File: config.mk
export PLATFORM = sky130hd
export DESIGN_NAME = crank_tooth_gen
export DESIGN_NICKNAME = d
export VERILOG_FILES = /design/src/rtl/crank_gen_pkg.sv /design/src/rtl/crank_slot_timer.sv /design/src/rtl/crank_tooth_gen.sv
export SDC_FILE = /design/constraint.sdc
export NUM_CORES = 1
export LEC_CHECK = 0
export CAP_MARGIN = 20
export CORE_MARGIN = 3
export CORE_UTILIZATION = 65
export DETAILED_ROUTE_END_ITERATION = 7
export HOLD_SLACK_MARGIN = 0.06
export PLACE_DENSITY = 0.95
export SLEW_MARGIN = 15
export SYNTH_ARGS = -nofsm -noshare
export SYNTH_HDL_FRONTEND = slang
export SYNTH_SLANG_ARGS = --single-unit
File: constraint.sdc
create_clock -name clk -period 11.02 [get_ports clk]
set_clock_uncertainty 0.1 [all_clocks]
set_input_delay 2.204 -clock clk [delete_from_list [all_inputs] [get_ports clk]]
set_output_delay 2.204 -clock clk [all_outputs]
set_load 0.05 [all_outputs]
File: src/rtl/crank_gen_pkg.sv
// Shared constants and state type for the crank tooth-wheel generator.
package crank_gen_pkg;
  localparam int TEETH_DEF  = 60;
  localparam int GAP_DEF    = 2;
  localparam int PWIDTH_DEF = 24;
  localparam int PMIN       = 2;

  typedef enum logic {
    IDLE = 1'b0,
    RUN  = 1'b1
  } crank_state_e;
endpackage

File: src/rtl/crank_slot_timer.sv
// Per-slot cycle counter: counts 0..P-1 and reloads P from the shadow value
// only at a slot boundary (or on start), so period changes never cut a slot.
module crank_slot_timer
  import crank_gen_pkg::*;
#(
  parameter int PWIDTH = PWIDTH_DEF
) (
  input  logic              clk,
  input  logic              arst,
  input  logic              srst,
  input  logic              start,
  input  logic              adv,
  input  logic [PWIDTH-1:0] shadow,
  output logic [PWIDTH-1:0] cnt_next,
  output logic [PWIDTH-1:0] p_next,
  output logic              slot_end
);
  logic [PWIDTH-1:0] cnt_q, cnt_d;
  logic [PWIDTH-1:0] p_q, p_d;
  logic [PWIDTH-1:0] shadow_c;

  // Shadow resets to 0, so the reload path clamps as well.
  assign shadow_c = (shadow < PWIDTH'(PMIN)) ? PWIDTH'(PMIN) : shadow;

  always_comb begin
    cnt_d    = cnt_q;
    p_d      = p_q;
    slot_end = adv && (cnt_q == p_q - PWIDTH'(1));
    if (start) begin
      cnt_d = '0;
      p_d   = shadow_c;
    end else if (slot_end) begin
      cnt_d = '0;
      p_d   = shadow_c;
    end else if (adv) begin
      cnt_d = cnt_q + PWIDTH'(1);
    end
  end

  always_ff @(posedge clk or posedge arst) begin
    if (arst) begin
      cnt_q <= '0;
      p_q   <= PWIDTH'(PMIN);
    end else if (srst) begin
      cnt_q <= '0;
      p_q   <= PWIDTH'(PMIN);
    end else begin
      cnt_q <= cnt_d;
      p_q   <= p_d;
    end
  end

  assign cnt_next = cnt_d;
  assign p_next   = p_d;
endmodule

File: src/rtl/crank_tooth_gen.sv
// Synthetic TEETH-minus-GAP crank wheel: slot counter, shadow period,
// IDLE/RUN control and registered tooth/sync decode from next state.
module crank_tooth_gen
  import crank_gen_pkg::*;
#(
  parameter int TEETH  = TEETH_DEF,
  parameter int GAP    = GAP_DEF,
  parameter int PWIDTH = PWIDTH_DEF
) (
  input  logic                     clk,
  input  logic                     arst,
  input  logic                     srst,
  input  logic                     ena,
  input  logic [PWIDTH-1:0]        period,
  input  logic                     period_load,
  output logic                     tooth_out,
  output logic [$clog2(TEETH)-1:0] tooth_num,
  output logic                     sync,
  output logic                     running
);
  localparam int SW = $clog2(TEETH);
  localparam logic [SW-1:0] LAST_SLOT = SW'(TEETH - 1);
  localparam logic [SW-1:0] FIRST_GAP = SW'(TEETH - GAP);

  crank_state_e      state_q, state_d;
  logic [SW-1:0]     slot_q, slot_d;
  logic [PWIDTH-1:0] s_q, s_d;
  logic              tooth_q, tooth_d;
  logic              sync_q, sync_d;

  logic              start, adv, slot_end;
  logic [PWIDTH-1:0] cnt_next, p_next;

  assign start = (state_q == IDLE) && ena;
  assign adv   = (state_q == RUN) && ena;

  crank_slot_timer #(.PWIDTH(PWIDTH)) u_timer (
    .clk      (clk),
    .arst     (arst),
    .srst     (srst),
    .start    (start),
    .adv      (adv),
    .shadow   (s_q),
    .cnt_next (cnt_next),
    .p_next   (p_next),
    .slot_end (slot_end)
  );

  always_comb begin
    state_d = state_q;
    slot_d  = slot_q;
    s_d     = s_q;
    tooth_d = tooth_q;
    sync_d  = sync_q;
    if (period_load) begin
      s_d = (period < PWIDTH'(PMIN)) ? PWIDTH'(PMIN) : period;
    end
    if (start) begin
      state_d = RUN;
      slot_d  = '0;
    end else if (slot_end) begin
      slot_d = (slot_q == LAST_SLOT) ? '0 : slot_q + SW'(1);
    end
    // Outputs only move on enabled edges, so a raised sync holds while ena is low.
    if (start || adv) begin
      tooth_d = (slot_d < FIRST_GAP) && (cnt_next < (p_next >> 1));
      sync_d  = (slot_d == '0) && (cnt_next == '0);
    end
  end

  always_ff @(posedge clk or posedge arst) begin
    if (arst) begin
      state_q <= IDLE;
      slot_q  <= '0;
      s_q     <= '0;
      tooth_q <= 1'b0;
      sync_q  <= 1'b0;
    end else if (srst) begin
      state_q <= IDLE;
      slot_q  <= '0;
      s_q     <= '0;
      tooth_q <= 1'b0;
      sync_q  <= 1'b0;
    end else begin
      state_q <= state_d;
      slot_q  <= slot_d;
      s_q     <= s_d;
      tooth_q <= tooth_d;
      sync_q  <= sync_d;
    end
  end

  assign tooth_out = tooth_q;
  assign tooth_num = slot_q;
  assign sync      = sync_q;
  assign running   = (state_q == RUN);
endmodule

==> flow_metrics.tcl <==
set metrics [dict create \
    outcome "finished, final reports clean" \
    globalplace.congestion 1.02 \
    rr_startpoint "u_timer.p_q[0]$_DFFE_PP0P_" \
    rsz0062_at_grt "false" \
    nets 700 \
    setup_viol 0 \
    antenna_found_initial 0 \
    grt_pass1_wl_mm 24.7 \
    tritoncts.num_buffers 9 \
    required_ns 11.17 \
    cts_buffer_depth 2 \
    io_buffers 37 \
    regToRegSetupSlack_ns 4.75 \
    slowest_delay_ns 0.70 \
    leakage_nw 2.75 \
    period_needed_ns 7.41 \
    clock-sinks 81 \
    cts-root-buf "clkbuf_8" \
    initial_utilization 0.690 \
    dr.pass1.iters 6 \
    areaGrowthSynthToFinish_pct 10.9 \
    drive_above_1_share 0.0521 \
    core_mm2 0.00797 \
    regArea_mm2 0.00203 \
    hold_path.class "reg -> reg" \
    r2r_end "tooth_out$_DFFE_PP0P_" \
    netlist_area_mm2 0.00549 \
    worstMarginPinSlew_ns 0.993 \
    multiInputGateArea_mm2 0.00327 \
    slew_viol_final 0 \
    slowest_stage "nor4_2" \
    dr_wl_met2_mm 7.18 \
    synth.distinct_cells 60 \
    synth_edf_count 0 \
    met1_length_mm 5.96 \
    grt_pass1_vias 5041 \
    crit_fanout 23 \
    dr.max_layer_used "met4" \
    avgSynthCellArea_um2 8.75 \
    path_cells "clkdlybuf4s50_1 -> nand2_1 -> or3_1 -> nor3_1 -> o2111ai_1 -> nor4_2 -> a21oi_2 -> buf_4 -> mux2i_1 -> ha_1 -> a21o_1 -> a21o_1 -> a21o_1 -> a2111oi_0 -> dlymetal6s2s_1 -> a31oi_1 -> a211o_1 -> o211ai_1 -> a311oi_1 -> o41ai_1" \
    path_common_cell "a21o_1" \
    ios 38 \
    yosys_warnings 0 \
    synth_cells 628 \
    row_count 32 \
    ys_ff_latch 81 \
    drtAntennaViolNets 0 \
    cts-resized-gates 0 \
    vias 5072 \
    tns_ns 0 \
    cp_top_family "compound AO/OA/AOI/OAI gates" \
    num_antenna_cells 0 \
    nFillCells 566 \
    hp-start "sync$_DFFE_PP0P_" \
    grt_max_degree 82 \
    ys.flop_type "dfrtp_1" \
    timing_hold_violations_final 0 \
    drc_errors 0 \
    gr-usage-all-layers 0.325 \
    wire_per_inst_um 20.0 \
    crit_cells 20 \
    tritoncts "done" \
    path_clk_slew_ns 0.08 \
    cts_hold_buf 0 \
    async_flop_share 1.00 \
    die_y_um 97.9 \
    timing.critical_path.from "ena" \
    vdd_ir_drop_max_v 0.0000863 \
    startpoint_type "primary input" \
    max_freq_mhz 135 \
    wl_mm 15.1 \
    max-slew-margin-rel 0.332 \
    hpwl_mm 11.1 \
    ys_seq_area_frac 0.369 \
    drtIter0Drc 437 \
    clk_latency_ns 0.37 \
    gr-total-overflow 0 \
    dieArea_mm2 0.00959 \
    synth.net_count 681 \
    end_kind "register" \
    crit_type "in -> reg" \
    cp.arrival_ns 7.56 \
    die_w_um 97.9 \
    htreeDepth 3 \
    power_density_mw_per_mm2 106 \
    crit_end "tooth_out$_DFFE_PP0P_" \
    fin_crit_sh 0.673 \
    postCtsSetupRepairBufs 0 \
    power_w 0.000648 \
    met3_length_mm 1.25 \
    ff2ff_path_depth 21 \
    via_per_inst 6.73 \
    path_buf_inv 3 \
    drv_cap 0 \
]
-- worst min-delay path by stage --
stage                         end  slack [ns]  cells past startpoint
2_1_floorplan  s_q[0]$_DFFE_PP0P_        0.40                      2
3_3_place_gp     sync$_DFFE_PP0P_        0.37                      2
6_report         sync$_DFFE_PP0P_        0.39                      2
5_1_grt          sync$_DFFE_PP0P_        0.45                      2
3_5_place_dp     sync$_DFFE_PP0P_        0.38                      2
4_1_cts          sync$_DFFE_PP0P_        0.40                      2
-- state kept, by name (all words and copies together) (netlist names) --
signal,count
sync,1
running,1
tooth_out,1
u_timer.cnt_q,24
tooth_num,6
s_q,24
u_timer.p_q,24
-- area by class of cell --
class,instances,share of cell area
multi-input cells,498,0.537
flip-flops and latches,81,0.333
repair buffers,44,0.0694
clock buffers,10,0.0226
well taps,102,0.0210
clock inverters,6,0.00842
inverters,13,0.00822
-- layout by cell type, fill, tap and decap left out, drive strengths merged, types with 11 or more instances in the layout --
cell type and instances:
xor2 20, mux2i 47, nand3 19, nand4 12, xnor2 37, nor4 25
a21oi 21, ha 24, inv 13, a31oi 11, nor2 118, nor3 32
clkdlybuf4s50 36, nand2 28, dfrtp 80
-- logic make-up after synthesis --
logic type,count (synthesis),share of synthesized area
AOI/OAI and AO/OA,82,0.103
DFF,81,0.369
muxes,47,0.0856
xor gates and xnor gates,57,0.0909
and+or+nand+nor,288,0.261
buffers and inverters,49,0.0358
adders and majority gates,24,0.0547
-- synthesized netlist by cell type (3+ instances only) --
master | count | area (um2)
a211o_1 | 4 | 35.0
a21o_1 | 7 | 52.6
a21oi_1 | 21 | 105
a31oi_1 | 11 | 68.8
and3_1 | 7 | 43.8
and4_1 | 5 | 43.8
buf_2 | 3 | 15.0
clkbuf_1 | 30 | 113
dfrtp_1 | 80 | 2000
ha_1 | 24 | 300
inv_1 | 13 | 48.8
mux2i_1 | 47 | 470
nand2_1 | 28 | 105
nand2b_1 | 4 | 25.0
nand3_1 | 19 | 95.1
nand4_1 | 12 | 75.1
nand4b_1 | 4 | 35.0
nor2_1 | 118 | 443
nor2b_1 | 6 | 37.5
nor3_1 | 32 | 160
nor3b_1 | 6 | 45.0
nor4_1 | 24 | 150
nor4b_1 | 3 | 26.3
o2111ai_1 | 4 | 35.0
o211ai_1 | 4 | 30.0
o21ai_0 | 9 | 45.0
or3_1 | 6 | 37.5
or4_1 | 4 | 30.0
xnor2_1 | 37 | 324
xor2_1 | 20 | 175
-- metrics by stage --
step | cells | setup WS (ns) | hold slack (ns) | area, um2 | util
2_1_floorplan | 628 | 4.10 | 0.405 | 5490 | -
3_3_place_gp | 737 | 3.39 | 0.369 | 5890 | 0.739
3_5_place_dp | 737 | 3.07 | 0.383 | 5890 | 0.739
4_1_cts | 753 | 3.32 | 0.402 | 6080 | 0.763
5_1_grt | 754 | 3.20 | 0.447 | 6090 | 0.764
6_report | 754 | 3.61 | 0.389 | 6090 | 0.764
-- where the power goes --
part           total (W)  switching (W)  internal (W)
Sequential      0.000320      0.0000137      0.000306
Clock           0.000209       0.000119     0.0000903
Combinational   0.000119      0.0000719     0.0000470
-- worst reg2reg max path, delay by kind of cell, from the launching register on --
kind / cells / cell delay, ns
AOI/OAI and AO/OA: 11 / 2.15
adders and majority gates: 2 / 0.52
buffers and inverters: 3 / 0.61
DFF: 1 / 0.48
muxes: 1 / 0.28
and+or+nand+nor: 4 / 2.00
-- per-layer routing --
layer / vias up / global-route usage
li1: 2297 / -
met3: 61 / 0.0700
met5: - / 0
met2: 270 / 0.532
met1: 2444 / 0.404
met4: 0 / 0.170
No activity file was read; power rests on OpenSTA's default activity.
